`src/rtl/ats21_pkg.sv`:
```
// Shared types for the ATS21 request arbiter: opcodes, capture status codes,
// client ids and the per-client capture classification helper.
package ats21_pkg;

    typedef enum logic [2:0] {
        OP_NOP       = 3'b000,
        OP_SET_CLK   = 3'b001,
        OP_TOG_BC    = 3'b010,
        OP_MODE      = 3'b011,
        OP_ILLEGAL   = 3'b100,
        OP_ALARM     = 3'b101,
        OP_COUNTDOWN = 3'b110,
        OP_TOG_AT    = 3'b111
    } ats21_op_e;

    typedef enum logic {
        CLIENT_A = 1'b0,
        CLIENT_B = 1'b1
    } ats21_client_e;

    typedef enum logic {
        ST_IDLE = 1'b0,
        ST_CAPT = 1'b1
    } ats21_cap_state_e;

    // Codes are ordered so that the numerically larger code wins when merging clients.
    localparam logic [1:0] STAT_NONE    = 2'b00;
    localparam logic [1:0] STAT_ACCEPT  = 2'b01;
    localparam logic [1:0] STAT_DROP    = 2'b10;
    localparam logic [1:0] STAT_ILLEGAL = 2'b11;

    function automatic logic [1:0] capture_result(input ats21_op_e op, input logic can_write);
        if (op == OP_NOP)
            return STAT_NONE;
        else if (op == OP_ILLEGAL)
            return STAT_ILLEGAL;
        else if (can_write)
            return STAT_ACCEPT;
        else
            return STAT_DROP;
    endfunction

endpackage

```
`src/rtl/ats21_req_arbiter_if.sv`:
```
// Capture-side and command-side signals of the ATS21 request arbiter.
// slave = the arbiter, master = the block driving instructions and accepting commands.
interface ats21_req_arbiter_if;
    logic        req;
    logic [15:0] ctrlA;
    logic [15:0] ctrlB;
    logic        ready;
    logic [1:0]  stat;
    logic        cmd_valid;
    logic        cmd_ready;
    logic        cmd_client;
    logic [31:0] cmd_word;

    modport master (
        output req, ctrlA, ctrlB, cmd_ready,
        input  ready, stat, cmd_valid, cmd_client, cmd_word
    );

    modport slave (
        input  req, ctrlA, ctrlB, cmd_ready,
        output ready, stat, cmd_valid, cmd_client, cmd_word
    );
endinterface

```
`src/rtl/ats21_rr_arb.sv`:
```
// Two-way grant logic with a round-robin pointer; the grant is frozen while a
// presented command is stalled. Define ATS_ARB_FIXED_PRIO_EN to make client A always win.
module ats21_rr_arb (
    input  logic       clk,
    input  logic       reset,
    input  logic [1:0] req,
    input  logic       ack,
    output logic [1:0] grant
);
    logic [1:0] pick;
    logic [1:0] grant_q;
    logic       lock_q;

`ifdef ATS_ARB_FIXED_PRIO_EN
    always_comb begin
        pick = (req == 2'b11) ? 2'b01 : req;
    end
`else
    logic ptr_q;

    always_comb begin
        pick = req;
        if (req == 2'b11)
            pick = ptr_q ? 2'b10 : 2'b01;
    end

    // After serving A the pointer prefers B, and vice versa.
    always_ff @(posedge clk or posedge reset) begin
        if (reset)
            ptr_q <= 1'b0;
        else if ((|grant) && ack)
            ptr_q <= grant[0];
    end
`endif

    assign grant = lock_q ? grant_q : pick;

    // NOTE: state uses <= so every flop samples pre-edge values; comb blocks assign defaults first to avoid latches.
    always_ff @(posedge clk or posedge reset) begin
        if (reset) begin
            grant_q <= 2'b00;
            lock_q  <= 1'b0;
        end else begin
            grant_q <= grant;
            lock_q  <= (|grant) && !ack;
        end
    end
endmodule

```
`src/rtl/ats21_req_arbiter.sv`:
```
// ATS21 request arbiter: two-phase capture of A/B instructions into 1-deep
// client buffers, then arbitration onto a valid/ready command port (see ats21_rr_arb).
module ats21_req_arbiter (
    input logic                 clk,
    input logic                 reset,
    ats21_req_arbiter_if.slave  bus
);
    import ats21_pkg::*;

    ats21_cap_state_e  state_q, state_d;
    logic              upper_en;
    logic              commit;

    logic [1:0][15:0]  ctrl_now;
    logic [1:0][15:0]  upper_q;
    logic [1:0]        full_q;
    logic [1:0][31:0]  buf_q;
    logic [1:0]        grant;
    logic [1:0]        issue;
    logic [1:0][1:0]   res;
    logic [1:0]        stat_d;
    logic [1:0]        stat_q;

    assign ctrl_now = {bus.ctrlB, bus.ctrlA};

    always_ff @(posedge clk or posedge reset) begin
        if (reset)
            state_q <= ST_IDLE;
        else
            state_q <= state_d;
    end

    always_comb begin
        state_d = state_q;
        case (state_q)
            ST_IDLE: if (bus.req) state_d = ST_CAPT;
            ST_CAPT: state_d = ST_IDLE;
            default: state_d = ST_IDLE;
        endcase
    end

    always_comb begin
        upper_en = 1'b0;
        commit   = 1'b0;
        case (state_q)
            ST_IDLE: upper_en = bus.req;
            ST_CAPT: commit   = 1'b1;
            default: ;
        endcase
    end

    // NOTE: pure data registers carry no reset; the valid/full flags guarding them do.
    always_ff @(posedge clk) begin
        if (upper_en)
            upper_q <= ctrl_now;
    end

    always_comb begin
        for (int c = 0; c < 2; c++) begin
            issue[c] = grant[c] && bus.cmd_ready;
            res[c]   = capture_result(ats21_op_e'(upper_q[c][15:13]), !full_q[c] || issue[c]);
        end
        stat_d = STAT_NONE;
        if (commit)
            stat_d = (res[0] > res[1]) ? res[0] : res[1];
    end

    // A buffer being issued on the commit edge takes the new instruction in the same cycle.
    always_ff @(posedge clk or posedge reset) begin
        if (reset) begin
            full_q <= 2'b00;
            stat_q <= STAT_NONE;
        end else begin
            stat_q <= stat_d;
            for (int c = 0; c < 2; c++) begin
                if (commit && res[c] == STAT_ACCEPT)
                    full_q[c] <= 1'b1;
                else if (issue[c])
                    full_q[c] <= 1'b0;
            end
        end
    end

    always_ff @(posedge clk) begin
        for (int c = 0; c < 2; c++) begin
            if (commit && res[c] == STAT_ACCEPT)
                buf_q[c] <= {upper_q[c], ctrl_now[c]};
        end
    end

    ats21_rr_arb u_arb (
        .clk   (clk),
        .reset (reset),
        .req   (full_q),
        .ack   (bus.cmd_ready),
        .grant (grant)
    );

    assign bus.cmd_valid  = |grant;
    assign bus.cmd_client = grant[1];
    assign bus.cmd_word   = grant[1] ? buf_q[1] : (grant[0] ? buf_q[0] : 32'h0);
    assign bus.stat       = stat_q;
    assign bus.ready      = (state_q == ST_IDLE) && (full_q == 2'b00);
endmodule

```
`src/flat_wrapper.sv`:
```
// flat-port wrapper written by rule: the top's interface ports become plain ports
module ats21_req_arbiter_flat import ats21_pkg::*;
  (clk, reset, bus_req, bus_ctrlA, bus_ctrlB, bus_cmd_ready, bus_ready, bus_stat, bus_cmd_valid, bus_cmd_client, bus_cmd_word);
  ats21_req_arbiter_if bus_i ();
  input logic clk;
  input logic reset;
  input wire logic [$bits(bus_i.req)-1:0] bus_req;
  input wire logic [$bits(bus_i.ctrlA)-1:0] bus_ctrlA;
  input wire logic [$bits(bus_i.ctrlB)-1:0] bus_ctrlB;
  input wire logic [$bits(bus_i.cmd_ready)-1:0] bus_cmd_ready;
  output wire logic [$bits(bus_i.ready)-1:0] bus_ready;
  output wire logic [$bits(bus_i.stat)-1:0] bus_stat;
  output wire logic [$bits(bus_i.cmd_valid)-1:0] bus_cmd_valid;
  output wire logic [$bits(bus_i.cmd_client)-1:0] bus_cmd_client;
  output wire logic [$bits(bus_i.cmd_word)-1:0] bus_cmd_word;
  assign bus_i.req = bus_req;
  assign bus_i.ctrlA = bus_ctrlA;
  assign bus_i.ctrlB = bus_ctrlB;
  assign bus_i.cmd_ready = bus_cmd_ready;
  assign bus_ready = bus_i.ready;
  assign bus_stat = bus_i.stat;
  assign bus_cmd_valid = bus_i.cmd_valid;
  assign bus_cmd_client = bus_i.cmd_client;
  assign bus_cmd_word = bus_i.cmd_word;
  ats21_req_arbiter u_core (.clk(clk), .reset(reset), .bus(bus_i));
endmodule
```
`config.mk`:
```
export PLATFORM = sky130hd
export DESIGN_NAME = ats21_req_arbiter_flat
export DESIGN_NICKNAME = d
export VERILOG_FILES = /design/src/rtl/ats21_pkg.sv /design/src/rtl/ats21_req_arbiter_if.sv /design/src/rtl/ats21_rr_arb.sv /design/src/rtl/ats21_req_arbiter.sv /design/src/flat_wrapper.sv
export SDC_FILE = /design/constraint.sdc
export NUM_CORES = 1
export LEC_CHECK = 0
export ABC_CLOCK_PERIOD_IN_PS = 7300
export CAP_MARGIN = 20
export CORE_ASPECT_RATIO = 0.6
export CORE_MARGIN = 3
export CORE_UTILIZATION = 32
export DETAILED_ROUTE_END_ITERATION = 8
export HOLD_SLACK_MARGIN = 0.06
export SYNTH_ARGS = -nofsm -noshare
export SYNTH_HDL_FRONTEND = slang
export SYNTH_SLANG_ARGS = --single-unit
```
`constraint.sdc`:
```
create_clock -name clk -period 7.3 [get_ports clk]
set_clock_uncertainty 0.2 [all_clocks]
set_input_delay 1.46 -clock clk [delete_from_list [all_inputs] [get_ports clk]]
set_output_delay 1.46 -clock clk [all_outputs]
set_load 0.05 [all_outputs]
```
==> run metrics <==
Net Count, Synth=231; Yosys top cell area share=0.768; Die Span X=146 um; CTS sink count=between 100 and 150; Core Box Area=11000 um^2; largest family of logic cells by synthesized area=compound AO/OA/AOI/OAI gates; Mean Syn Cell Area=between 15 and 20 um^2; R2R cell count=4; Die ar.=between 10000 and 15000 um^2; register area share after synthesis=0.828; Antenna Diode Count=0; WL final=approximately 7.5 mm; Setup Viol. Count Final=0; DRC viols=0; RePlAce Congestion=between 0.7 and 0.8; critical path class=reg -> out; standard-cell rows=29; Post-synth EDFFs=96; Crit Path Max Fanout=37; library cells used by synthesis=31; GRT overflow=0; largest net degree at the start of global routing=38; # H-tree levels=3; CTS tree=built; initial antenna violation count=0; Levels on crit path=7; first-pass GRT wire length=12.2 mm; placed cell area=around 4700 um^2; crit-path cells=inv_1 > o21ai_1 > o21ai_4 > nor2_2 > buf_4 > a22o_1 > clkdlybuf4s50_1; Seq cells post-synth=105; Final HPWL DP=5.03 mm; drt first-iter violations=~120; total number of vias=between 1500 and 2000; wire per inst=17.4 um; clock slew at reported path FFs=approximately 0.060 ns; outcome=complete, no violations; worst-margin pin slew=about 1.0 ns; Worst EP required=roughly 5.6 ns; clock root cell=clkbuf_16; setup_tns=0 ns; mapped cell area=3750 um^2; top cells by area, synth=edfxtp_1 77%, a22o_1 7.7%, dfrtp_1 6.0%; Critical-path top delay cell=o21ai_4; worst hold path stage count=0; Critical Path Max Stage Delay=roughly 0.80 ns; Hold Vio Cnt, Final=0; most frequent cell after synthesis=edfxtp_1; CP endpoint kind=output port; die height=between 80 and 90 um; mux share of post-synthesis cell area=0.00633; clk_lat worst skew=approximately 0.33 ns; Yosys top cell by area=edfxtp_1; post-route cell area=4950 um^2; Final Cycle Share=0.680; Setup Fix Bufs, Post-CTS=0; Final #Nets=311; Synth Area in Compound Gates=0.107; Port Buffers=72; family with the most delay on the worst path=compound AO/OA/AOI/OAI gates; WP buf/inv=3; Clock Path Buffers=2; Post-Synth Adder-Cell Area=0.00667; crit path DAT=3.30 ns; RSZ-0062 raised after global routing=false; vias in the first global route=approximately 2100; share of flip-flops with an asynchronous set or reset=0.0857; Post-synth top flop=edfxtp_1; Post-synth top cells=96 x edfxtp_1, 33 x a22o_1, 9 x dfrtp_1; simple-gate share of the synthesized area=0.0347; initial core utilization=0.341; Peak Freq=slightly above 0.2 GHz; Layout area overhead=31.9%; Slew HR=0.313; Post-DRT Antenna Nets=0; Top Ports=73; Synth Instances=between 150 and 200; hold-fix buffers at CTS=0; Post-CTS Resized=0; layout cells sized above 1=0.0971; fin util=0.450; CP Launch Type=register; 1st-pass router iterations=4; Worst Hold Class=reg -> reg; r2r setup slk=between 4 and 5 ns; Ys Warns=0; Inserted Clock Buffers=9; Post-Synth XOR/XNOR Area=0; max-cap viol count=0; overall routing resource usage=0.120; drt via density=between 4 and 5; Max Slew Vio Count=0; Period minus WS final=roughly 5.0 ns
metal layers:
layer / wire length, um / share of wire / vias to the layer above / global-route usage
met5: 0 / 0 / - / 0
met4: 60 / 0.0080 / 0 / 0.0308
met3: 464 / 0.062 / 7 / 0.0533
met2: 3030 / 0.40 / 59 / 0.162
met1: 3970 / 0.53 / 972 / 0.176
li1: - / - / 925 / -
cells by family (layout without fill, tap and decap cells):
| kind of cell | after synthesis | after routing |
|---|---|---|
| buf+inv | 14 | 99 |
| simple gates | 25 | 25 |
| mux | 2 | 2 |
| compound gates | 45 | 45 |
| flops | 105 | 105 |
| fa+ha+maj | 2 | 2 |
final cells by class:
class / instances / area, um^2
sequential: 105 / 3110
fill: 981 / 6040
multi-input combinational: 74 / 616
clock inverter: 6 / 25.0
tap: 155 / 194
timing repair buffer: 76 / 754
inverter: 7 / 26.3
clock buffer: 10 / 229
layout by cell type (no fill, tap or decap), types with 2 or more instances in the layout:
cell	count
nand2b_1	2
edfxtp_1	96
clkinv_1	4
clkinv_2	2
nor2_1	4
ha_1	2
clkdlybuf4s50_1	72
buf_4	3
a21oi_1	3
clkbuf_16	9
inv_1	7
dfrtp_1	9
or2_1	3
nor3_1	2
nand2_1	7
a22o_1	33
worst reg2reg max path, stage by stage, from the launching register on:
cell,delay [ns]
dfrtp_1,0.51
nand3b_1,0.19
nand3_1,0.16
a211oi_4,0.78
buf_4,0.44
metrics by stage:
step | hold WS, ns | cells | setup WS [ns]
after detailed placement | 0.205 | 416 | 2.66
after global routing | 0.225 | 433 | 2.13
after CTS | 0.219 | 432 | 2.30
after floorplan | 0.200 | 193 | 2.57
final | 0.218 | 433 | 2.34
after global placement | 0.201 | 416 | 2.78
state kept, by name, indices dropped and copies added, names as in the netlist:
signal	cells
u_core.buf_q	64
u_core.upper_q	32
u_core.bus.stat	2
u_core.full_q	2
u_core.u_arb.grant_q	2
u_core.state_q	1
u_core.u_arb.lock_q	1
u_core.u_arb.ptr_q	1
worst paths after layout:
| kind | end | start |
|---|---|---|
| max | bus_cmd_word[25] | u_core.full_q[0] |
| min | u_core.buf_q[48] | u_core.upper_q[16] |
| max reg2reg | u_core.buf_q[2] | u_core.u_arb.lock_q |
| min reg2reg | u_core.buf_q[48] | u_core.upper_q[16] |
| max in group asynchronous | u_core.u_arb.grant_q[0] | reset |
| min in group asynchronous | u_core.full_q[0] | reset |
Power is not shown: default switching activity piles up to over one toggle a cycle in this logic, so the estimate is an artifact.
